## config.mk

```make
export PLATFORM = sky130hd
export DESIGN_NAME = sparse_expand_flat
export DESIGN_NICKNAME = d
export VERILOG_FILES = /design/src/rtl/sparse_expand_if.sv /design/src/rtl/sparse_expand.sv /design/src/flat_wrapper.sv
export SDC_FILE = /design/constraint.sdc
export NUM_CORES = 1
export LEC_CHECK = 0
export ABC_AREA = 0
export ABC_CLOCK_PERIOD_IN_PS = 2400
export CORE_MARGIN = 2
export CORE_UTILIZATION = 39
export CTS_BUF_LIST = sky130_fd_sc_hd__clkbuf_4 sky130_fd_sc_hd__clkbuf_8 sky130_fd_sc_hd__clkbuf_16
export DETAILED_ROUTE_END_ITERATION = 7
export GPL_TIMING_DRIVEN = 0
export PLACE_DENSITY = 0.72
export SLEW_MARGIN = 15
export SYNTH_ARGS = -nofsm -noshare
export SYNTH_HDL_FRONTEND = slang
export SYNTH_SLANG_ARGS = --single-unit
```

## constraint.sdc

```tcl
create_clock -name clk -period 2.4 [get_ports clk]
set_input_delay 0.72 -clock clk [delete_from_list [all_inputs] [get_ports clk]]
set_output_delay 0.72 -clock clk [all_outputs]
set_load 0.02 [all_outputs]
```

## src/rtl/sparse_expand_if.sv

```systemverilog
// Handshake bundle for sparse_expand: compressed-entry input side, dense-element
// output side and the sticky error flag.
interface sparse_expand_if #(
   parameter int DATA_W = 8,
   parameter int IDX_W  = 4
);
   logic              in_valid;
   logic [DATA_W-1:0] in_data;
   logic [IDX_W-1:0]  in_idx;
   logic              in_last;
   logic              in_ready;
   logic              out_valid;
   logic [DATA_W-1:0] out_data;
   logic              out_last;
   logic              out_ready;
   logic              err;
   logic              err_clr;

   modport slave (
      input  in_valid, in_data, in_idx, in_last, out_ready, err_clr,
      output in_ready, out_valid, out_data, out_last, err
   );

   modport master (
      output in_valid, in_data, in_idx, in_last, out_ready, err_clr,
      input  in_ready, out_valid, out_data, out_last, err
   );
endinterface

```

## src/rtl/sparse_expand.sv

```systemverilog
// Expands (value, position, last) sparse entries into dense groups of 2^IDX_W
// elements, zero-filling gaps and the tail, and flags ordering violations.
module sparse_expand #(
   parameter int DATA_W = 8,
   parameter int IDX_W  = 4
) (
   input  logic           clk,
   input  logic           rst,
   sparse_expand_if.slave bus
);
   typedef enum logic {ST_EXPAND, ST_FILL} state_t;

   localparam logic [IDX_W-1:0] POS_MAX = '1;

   state_t            state_q, state_d;
   logic [IDX_W-1:0]  pos_q, pos_d;
   logic              out_valid_q, out_valid_d;
   logic [DATA_W-1:0] out_data_q, out_data_d;
   logic              out_last_q, out_last_d;
   logic              err_q, err_d;
   logic              load, hit, behind, in_ready;

   assign load   = !out_valid_q || bus.out_ready;
   assign hit    = (bus.in_idx == pos_q);
   assign behind = (bus.in_idx < pos_q);

   // An entry behind pos is taken (and dropped) so the stream cannot deadlock.
   assign in_ready = !rst && load && (state_q == ST_EXPAND) && bus.in_valid && (hit || behind);

   always_comb begin
      state_d     = state_q;
      pos_d       = pos_q;
      out_valid_d = out_valid_q;
      out_data_d  = out_data_q;
      out_last_d  = out_last_q;
      err_d       = err_q && !bus.err_clr;
      if (load) begin
         out_valid_d = 1'b0;
         case (state_q)
            ST_EXPAND: begin
               if (bus.in_valid) begin
                  if (behind) begin
                     err_d = 1'b1;
                     if (bus.in_last && (pos_q != '0)) state_d = ST_FILL;
                  end else begin
                     out_valid_d = 1'b1;
                     out_data_d  = hit ? bus.in_data : '0;
                     out_last_d  = (pos_q == POS_MAX);
                     pos_d       = pos_q + 1'b1;
                     if (hit && bus.in_last && (pos_q != POS_MAX)) state_d = ST_FILL;
                     if ((pos_q == POS_MAX) && !bus.in_last) err_d = 1'b1;
                  end
               end
            end
            ST_FILL: begin
               out_valid_d = 1'b1;
               out_data_d  = '0;
               out_last_d  = (pos_q == POS_MAX);
               pos_d       = pos_q + 1'b1;
               if (pos_q == POS_MAX) state_d = ST_EXPAND;
            end
            default: state_d = ST_EXPAND;
         endcase
      end
   end

   always_ff @(posedge clk or posedge rst) begin
      if (rst) begin
         state_q     <= ST_EXPAND;
         pos_q       <= '0;
         out_valid_q <= 1'b0;
         out_data_q  <= '0;
         out_last_q  <= 1'b0;
         err_q       <= 1'b0;
      end else begin
         state_q     <= state_d;
         pos_q       <= pos_d;
         out_valid_q <= out_valid_d;
         out_data_q  <= out_data_d;
         out_last_q  <= out_last_d;
         err_q       <= err_d;
      end
   end

   assign bus.in_ready  = in_ready;
   assign bus.out_valid = out_valid_q;
   assign bus.out_data  = out_data_q;
   assign bus.out_last  = out_last_q;
   assign bus.err       = err_q;
endmodule

```

## src/flat_wrapper.sv

```systemverilog
// flat-port wrapper written by rule: the top's interface ports become plain ports
module sparse_expand_flat 
#(
   parameter int DATA_W = 8,
   parameter int IDX_W  = 4
)
  (clk, rst, bus_in_valid, bus_in_data, bus_in_idx, bus_in_last, bus_out_ready, bus_err_clr, bus_in_ready, bus_out_valid, bus_out_data, bus_out_last, bus_err);
  sparse_expand_if #(.DATA_W(DATA_W), .IDX_W(IDX_W)) bus_i ();
  input  logic clk;
  input  logic rst;
  input wire logic [$bits(bus_i.in_valid)-1:0] bus_in_valid;
  input wire logic [$bits(bus_i.in_data)-1:0] bus_in_data;
  input wire logic [$bits(bus_i.in_idx)-1:0] bus_in_idx;
  input wire logic [$bits(bus_i.in_last)-1:0] bus_in_last;
  input wire logic [$bits(bus_i.out_ready)-1:0] bus_out_ready;
  input wire logic [$bits(bus_i.err_clr)-1:0] bus_err_clr;
  output wire logic [$bits(bus_i.in_ready)-1:0] bus_in_ready;
  output wire logic [$bits(bus_i.out_valid)-1:0] bus_out_valid;
  output wire logic [$bits(bus_i.out_data)-1:0] bus_out_data;
  output wire logic [$bits(bus_i.out_last)-1:0] bus_out_last;
  output wire logic [$bits(bus_i.err)-1:0] bus_err;
  assign bus_i.in_valid = bus_in_valid;
  assign bus_i.in_data = bus_in_data;
  assign bus_i.in_idx = bus_in_idx;
  assign bus_i.in_last = bus_in_last;
  assign bus_i.out_ready = bus_out_ready;
  assign bus_i.err_clr = bus_err_clr;
  assign bus_in_ready = bus_i.in_ready;
  assign bus_out_valid = bus_i.out_valid;
  assign bus_out_data = bus_i.out_data;
  assign bus_out_last = bus_i.out_last;
  assign bus_err = bus_i.err;
  sparse_expand #(.DATA_W(DATA_W), .IDX_W(IDX_W)) u_core (.clk(clk), .rst(rst), .bus(bus_i));
endmodule
```

### Word-level counts from Yosys, hierarchy flattened

Index checks and enable logic that the tools add are counted.

| word-level totals | value |
|---|---|
| bits in read-only memories | 0 |
| output and inout port bits | 12 |
| bits in latches | 0 |
| register bits | 16 |
| logic and storage cells | 55 |
| memories kept | 0 |
| memory bits (writable) | 0 |
| input port bits | 18 |

| operators by class | value |
|---|---|
| divide/modulo/power cells | 0 |
| multipliers | 0 |
| $add $sub $neg | 1 |
| multiplexer cells | 24 |
| equal/unequal tests | 5 |
| reductions and logical operators | 17 |
| $lt $le $gt $ge | 1 |
| shift operators | 0 |
| bitwise logic cells | 1 |

Operator list:

| cell | count |
|---|---|
| 8-bit two-way mux | 3 |
| 8-bit case mux with 2 select lines | 1 |
| 1-bit two-way mux | 14 |
| 1-bit logical AND | 9 |
| 4-bit two-way mux | 2 |
| 4-bit case mux with 2 select lines | 1 |
| 1-bit case mux with 2 select lines | 3 |
| 4-bit by 1-bit adder with 4-bit output, second input constant | 1 |
| 4-bit == test | 1 |
| 4-bit == test, second input constant | 1 |
| 1-bit zero test | 4 |
| 4-bit less-than comparator | 1 |
| 2-bit inequality test, second input constant | 2 |
| 4-bit inequality test, second input constant | 1 |
| 4-bit nonzero test | 1 |
| 3-bit AND reduction | 1 |
| 1-bit logical OR | 2 |
| 1-bit inverter | 1 |

### Depth between registers and ports, before layout

| depth | value |
|---|---|
| word-level depth | 7 |
| mapped depth | 8 |
| gate-level depth less buffers | 7 |

### Worst setup path after synthesis

OpenSTA, ideal clock, no wires.

| path | value |
|---|---|
| kind | input to output |
| start point | in bus_in_idx[1] |
| end point | out bus_in_ready |
| slack | -0.240 ns |
| path buffers | 0 |
| arrival time | 1.920 ns |
| cell stages on the path | 6 |
| data required time | 1.680 ns |
| cells stage by stage | ha_1 -> nor2b_2 -> o211ai_1 -> nand2_1 -> a21o_1 -> nor2_1 |

| between the ends | value |
|---|---|
| longest elaborated chain between the ends | 3 |
| elaborated cells between the ends (all ways) | 4 |
| classes of those cells | order compare: 1; eq/ne: 1; reduce/logical: 2 |

RTL lines:

| item | RTL line | source |
|---|---|---|
| start, declared | flat_wrapper.sv:13 | `input wire logic [$bits(bus_i.in_idx)-1:0] bus_in_idx;` |
| 4-bit less-than comparator / 4-bit == test (equally long branches) | sparse_expand.sv:25, sparse_expand.sv:24 |  |
| 1-bit logical OR * | sparse_expand.sv:28 | `assign in_ready = !rst && load && (state_q == ST_EXPAND) && bus.in_valid && (hit \|\| behind);` |
| 1-bit logical AND * | sparse_expand.sv:28 |  |
| end, declared | flat_wrapper.sv:17 | `output wire logic [$bits(bus_i.in_ready)-1:0] bus_in_ready;` |

Every way passes the cells marked *; elsewhere a longest branch is shown, timed or not.

### Worst setup path in the final report

Same ends and word-level chain as after synthesis.

==> results.md <==
- Total chip power: 1.49 mW
- Yosys cell types: 25
- Top cell type's share of synthesized area: 47.7%
- Clk buf depth: 2
- Worst EP arrival: 1.90 ns
- Sw Share: about two fifths
- # rows: 16
- Top_reg_cell synth: dfrtp_1
- Commonest cells in the netlist: nand2_1, dfrtp_1, inv_1, o21ai_0, ha_1
- Initial antenna violation count: 0
- Achievable Freq: about 380 MHz
- CTS Buf Count: 3
- CTS clk-pin slew, worst paths: about 0.09 ns
- Die area: 0.00254 sq mm
- CP dominant cell by count: buf_6
- Status: finished, violations left
- Fin crit period: 2.62 ns
- Sink Count: 16
- Cell-internal power: about 900 uW
- Drt pass-1 iters: 4
- Fill cells: 165
- Crit path max fanout: 2
- Ant diodes: 0
- Gate power share: between 50% and 60%
- Register area: ~400 sq um
- Hold wc startpoint: u_core.bus.out_last
- Pin count of the biggest net entering global routing: 17
- Critical path's top delay family: compound AO/OA/AOI/OAI gates
- H-tree levels: 1
- Seq pwr share: 28.2%
- Die height: 50.4 microns
- Cell taking the most area after synthesis: dfrtp_1
- CP Cell Sequence: buf_6, ha_4, nor2b_4, o211ai_1, nand2_1, a21o_1, nor2_4, buf_6
- Crit end category: output pin
- NumNets Final: 154
- Clk_lat worst skew: roughly 0.29 ns
- Fin util: 66.1%
- RSZ-0062 raised after global routing: true
- Synth Warn #: 0
- Crit-path slowest cell: a21o_1
- Fin. Hold Viols: 0
- Worst-Margin Slew: between 0.5 and 0.6 ns
- Number of global-route vias before repair: 802
- Async SR Flop Fraction: 100%
- Core ar.: 0.00200 sq mm
- Fin cells: 156
- Vias per cell: between 4 and 5
- Post-route clock period utilization: 109%
- Worst hold path type: reg -> reg
- TNS Setup: -0.222 ns
- First-pass GRT wire length: about 3.5 mm
- Cell area after placement: 0.00119 sq mm
- Final Skew: 0.00498 ns
- Critical Path Source Type: input pin
- Syn Inst Count: around 90
- Post-Syn Nets: about 110
- Worst Hold Depth: 2
- Avg Cell Area, Syn: 9.54 sq um
- Req. time, crit path: 1.68 ns
- Pre-CTS setup slack: -1.18 ns
- Final wirelength: 2.02 mm
- Gpl congestion: ~0.74
- Final WS setup: -0.222 ns
- NetSw: 576 uW
- Drt wl/cell: 12.9 microns
- Total gr overflow: 0
- Port-buffer cells: 29
- Vias: 747
- RR Startpoint: u_core.pos_q[1]
- IO Pins: 30
- Initial Utilization: a little over two fifths
- Starting DRT DRC Count: 5
- Final instance area: between 0.001 and 0.0015 sq mm
- Number of synthesized flops with an enable pin: 0
- Cell Pwr Density: ~1100 mW/mm^2
- Hold slack: roughly 0.5 ns
- Register area share after synthesis: between 40 and 50%
- Failing checks: negative setup slack
- Worst R2R End: u_core.state_q
- Total global-route track usage: a little under a fifth
- DR DRC count: 0
- CP Buf/Inv Count: 2
- Slew Limit Headroom: between 60% and 70%
- Max incr delay on CP: 0.22 ns
- Estimated wirelength of the detail-placed design: 1.40 mm
- Worst reg-to-reg path cell count: 13
- CTS root buffer: clkbuf_4
- Clock share of power: approximately an eighth
- Final setup violation count: 1
- Area of the multi-input gates: between 400 and 500 sq um
- Leakage power: just under 0.6 nW
- CTS tree: yes
- WS Path Type: in -> out
- Worst IR drop on VDD: 0.000693 V
- Reg2reg setup slack: 0.12 ns
- Detail Route Antenna Nets: 0
- Synth top area cells: dfrtp_1, nand2_1, ha_1, o21ai_0, inv_1
- Area of the mapped netlist: 840 sq um
- Count leader, synth: nand2_1
- Post-Place Cells: around 140
- Maxcap violations: 0
- Die width: 50.4 microns
- Final max-slew violation count: 0
- End of the worst hold path: u_core.bus.out_last
- #FFs+latches synth: 16
- Share of post-route cells with drive strength above 1: 24.0%
- Layout area overhead: 57.5%
area by class of cell:
| type | instances | share of cell area [%] |
|---|---|---|
| multi-input cells | 60 | 33.1 |
| flip-flops and latches | 16 | 30.3 |
| repair buffers | 37 | 27.1 |
| inverters | 10 | 2.84 |
| clock buffers | 4 | 2.74 |
| well taps | 27 | 2.55 |
| plain buffers | 2 | 1.42 |
timing repair:
action / 4_1_cts / 5_1_grt
gates cloned: 0 / 0
hold buffers: 0 / 0
buffers inserted: 8 / 2
resized for setup: 21 / 6
pin swaps: 6 / 4
endpoints found under the setup margin: 1 / 4
routing by layer:
layer  wire, microns  share of wire [%]  vias up  GRT usage [%]
met3              82                4.1        6           2.38
met1             806                 40      350           21.9
li1                -                  -      370              -
met2            1060                 53       21           32.2
met4              65                3.2        0           12.2
met5               0                  0        -              0
worst min-delay path, cell delays in order, from the launching register on:
cell and delay [ns]:
dfrtp_1 0.35, nand2_1 0.04, o21ai_0 0.06
state kept, by name, summed over array words and instances (netlist names):
signal,count
u_core.bus.out_data,8
u_core.bus.err,1
u_core.pos_q,4
u_core.bus.out_last,1
u_core.bus.out_valid,1
u_core.state_q,1
power by group through the flow:
stage	logic [mW]	clock network (mW)	registers, mW
floorplan	0.423	0	0.467
global placement	0.668	0	0.418
detailed placement	0.681	0	0.420
CTS	0.836	0.187	0.415
global route	0.972	0.201	0.435
finish	0.888	0.180	0.419
worst max-delay path by stage:
| stage | start | to | slack [ns] | depth (start not counted) |
|---|---|---|---|---|
| after floorplan | bus_in_idx[1] | bus_in_ready | -0.06 | 6 |
| after global placement | bus_in_idx[1] | bus_in_ready | -1.16 | 8 |
| after detailed placement | bus_in_idx[1] | bus_in_ready | -1.18 | 8 |
| after CTS | bus_out_ready | bus_in_ready | -0.19 | 7 |
| after global routing | u_core.pos_q[1] | bus_in_ready | -0.28 | 8 |
| final | bus_in_idx[1] | bus_in_ready | -0.22 | 8 |
logic make-up after synthesis:
logic type	after synthesis	synth area share, %
simple gates	32	18.8
compound gates	17	12.2
flops	16	47.7
buf+inv	12	6.71
fa+ha+maj	6	8.94
xor+xnor	3	3.13
mux	2	2.53
cell usage in the layout (no fill, tap or decap), drive strengths merged:
cell            n
ha              6
mux2i           1
a311o           1
xnor2           3
mux2            1
o22ai           1
dlygate4sd2     1
clkdlybuf4s50  24
clkbuf          4
nor2b           2
clkdlybuf4s15   1
o21ai          10
buf            13
nor2            5
a21o            1
a21oi           1
o31ai           1
nand2          21
nand3           2
inv            10
nor4            1
o211ai          1
o21a            1
dfrtp          16
nand4           1
Power figures use the tool's default switching activity.
==> edit, RTL diff (config.mk and constraints unchanged) <==
`DATA_W` is set to 8 in 3 places; all go to 9.
--- a/src/rtl/sparse_expand_if.sv
+++ b/src/rtl/sparse_expand_if.sv
@@ -3,3 +3,3 @@
 interface sparse_expand_if #(
-   parameter int DATA_W = 8,
+   parameter int DATA_W = 9,
    parameter int IDX_W  = 4
--- a/src/rtl/sparse_expand.sv
+++ b/src/rtl/sparse_expand.sv
@@ -3,3 +3,3 @@
 module sparse_expand #(
-   parameter int DATA_W = 8,
+   parameter int DATA_W = 9,
    parameter int IDX_W  = 4
--- a/src/flat_wrapper.sv
+++ b/src/flat_wrapper.sv
@@ -3,3 +3,3 @@
 #(
-   parameter int DATA_W = 8,
+   parameter int DATA_W = 9,
    parameter int IDX_W  = 4
Ports: changed (resized bus_in_data and bus_out_data); port bits go from 30 to 32. The function was not compared with the original's and may differ.
==> edit against the unedited design <==
The run still ends with negative setup slack left. Worst setup slack improved by 130 ps. Sequential cell count rose by 1. Final area grew 12%. Critical path depth fell by 1. Power is 2.4% lower. Routed wire length increased by 4.0%. Clock skew is 2.1 ps higher. Synthesized area increased by 16%. Critical endpoint unchanged. Highest routed layer is now met3.
==> edit: results (changes against the unedited design) <==
Synth
  • Register area share after synthesis: 0.437 (was 0.477)
  • Library cells used by synthesis: 28 (was 25)
  • Mapped Cells: 98 (was 88)
  • Syn nets: 123 (was 112)
  • Top post-synthesis cells by area: dfrtp_1, mux2i_1, ha_1, inv_1, nand2_1 (was dfrtp_1, nand2_1, ha_1, o21ai_0, inv_1)
  • Asr flop ratio synth: 1.00 (unchanged)
  • Synth cell count leaders: inv_1, dfrtp_1, nand2_1 (was nand2_1, dfrtp_1, inv_1)

Run status
  • Outcome: finished with violations (unchanged)
  • Failing checks: negative setup slack (unchanged)

Critical path
  • R2r startpoint: u_core.pos_q[3] (was u_core.pos_q[1])
  • Setup crit start: bus_in_idx[1] (unchanged)
  • CP max-delay cell: a211oi_4 (was a21o_1)
  • Worst Path Arrival: 1770 ps (was 1900 ps)
  • R2R cell count: 8 (was 13)
  • Worst R2R End: u_core.bus.out_data[1] (was u_core.state_q)
  • Cell family with most CP delay: compound AO/OA/AOI/OAI gates (unchanged)
  • Reg2Reg Setup Slack: 610 ps (was 120 ps)

Clocking
  • Setup Fix Bufs, Post-CTS: 6 (was 8)
  • Max clock buf depth: 2 (unchanged)
  • CTS resizes: 32 (was 21)
  • Clock Latency Late Sink: 290 ps (about the same)
  • Clock buffer count from CTS: 3 (unchanged)

Cells and area
  • Max reg flops: 9 (was 8)
  • Fraction of layout cells with a size suffix above 1: 0.248 (was 0.240)
  • Final layout net count: 167 (was 154)

Global routing
  • Vias in the first global route: 850 (was 802)
  • Total track usage: 0.168 (was 0.188)
  • First-pass GRT wire length: 3530 um (about the same)
  • Largest net degree at the start of global routing: 18 (was 17)

Pwr
  • Lkg Pwr: 0.000620 uW (was 0.000576 uW)
  • Max VDD drop: 439 uV (was 693 uV)

Placement
  • Routability Congestion: 0.865 (was 0.742)
  • Cell count after placement: 159 (was 144)
  • Post-DP HPWL: 1560 um (was 1400 um)
  • Port Buf Inserts: 31 (was 29)

Timing
  • Hold slack final: 525 ps (was 489 ps)
  • Slew @ Worst Pin: 648 ps (was 596 ps)
  • Setup ws final: -88.9 ps (was -222 ps)
  • Skew final: 7.12 ps (was 4.98 ps)
  • Endpoints failing setup: 1 (unchanged)

Route
  • Vias post-DR: 815 (was 747)
  • Post-DR vias/cell: 4.77 (was 4.79)
  • First-pass DRT Iterations: 3 (was 4)
  • Detailed Route WL: 2100 um (was 2020 um)
  • Starting DRT DRC Count: 10 (was 5)

Min path
  • HP Start: u_core.bus.out_data[0] (was u_core.bus.out_last)
  • Worst hold endpoint: u_core.bus.out_data[0] (was u_core.bus.out_last)
-- edit: cell types whose count changed in the layout (fill, tap and decap cells not counted), sizes merged, moves of 2 or more --
cell | before | now
inv | 10 | 19
mux2i | 1 | 10
a211oi | 0 | 2
nand2 | 21 | 12
a21oi | 1 | 3
o21ai | 10 | 4
-- edit: routing by layer --
layer  up-vias  track usage  routed length (um)
li1        407            -                   -
met1       382        0.217                 951
met2        26        0.264                 990
met3         0       0.0472                 157
met4         0       0.0641                   0
met5         -            0                   0
-- edit: logic make-up after synthesis --
logic type | share of synthesized area
mux | 0.114
buf+inv | 0.0848
fa+ha+maj | 0.0771
flops | 0.437
simple gates | 0.149
compound gates | 0.120
xor+xnor | 0.0180
-- edit: area by class of cell --
cell class,count,area [sq um]
buffer,1,11.3
clock buffer,3,22.5
clock inverter,1,5.00
fill,216,931
inverter,19,71.3
multi-input combinational,61,549
sequential,17,425
tap,30,37.5
timing repair buffer,39,357
-- edit: worst register-to-register path, stage by stage, from the launching register on --
cell and delay, ps:
dfrtp_1 420, inv_2 70, ha_4 290, a21oi_4 50, buf_4 150, nor2b_4 130
a21oi_4 220, buf_6 190, mux2i_1 200
-- edit: per-stage QoR --
stage / utilization / setup slack [ps] / TNS (ps) / instance area, sq um
after global routing: 0.614 / -143 / -143 / 1480
after global placement: 0.566 / -1110 / -2050 / 1370
after detailed placement: 0.566 / -1160 / -2750 / 1370
after floorplan: - / -59.7 / -59.7 / 1020
after CTS: 0.607 / -114 / -114 / 1460
final: 0.614 / -88.9 / -88.9 / 1480
-- edit: power by group --
group / leakage [uW] / internal, uW / switching [uW]
logic: 0.000381 / 436 / 408
clock network: 0.0000177 / 61.9 / 92.8
registers: 0.000222 / 369 / 82.9
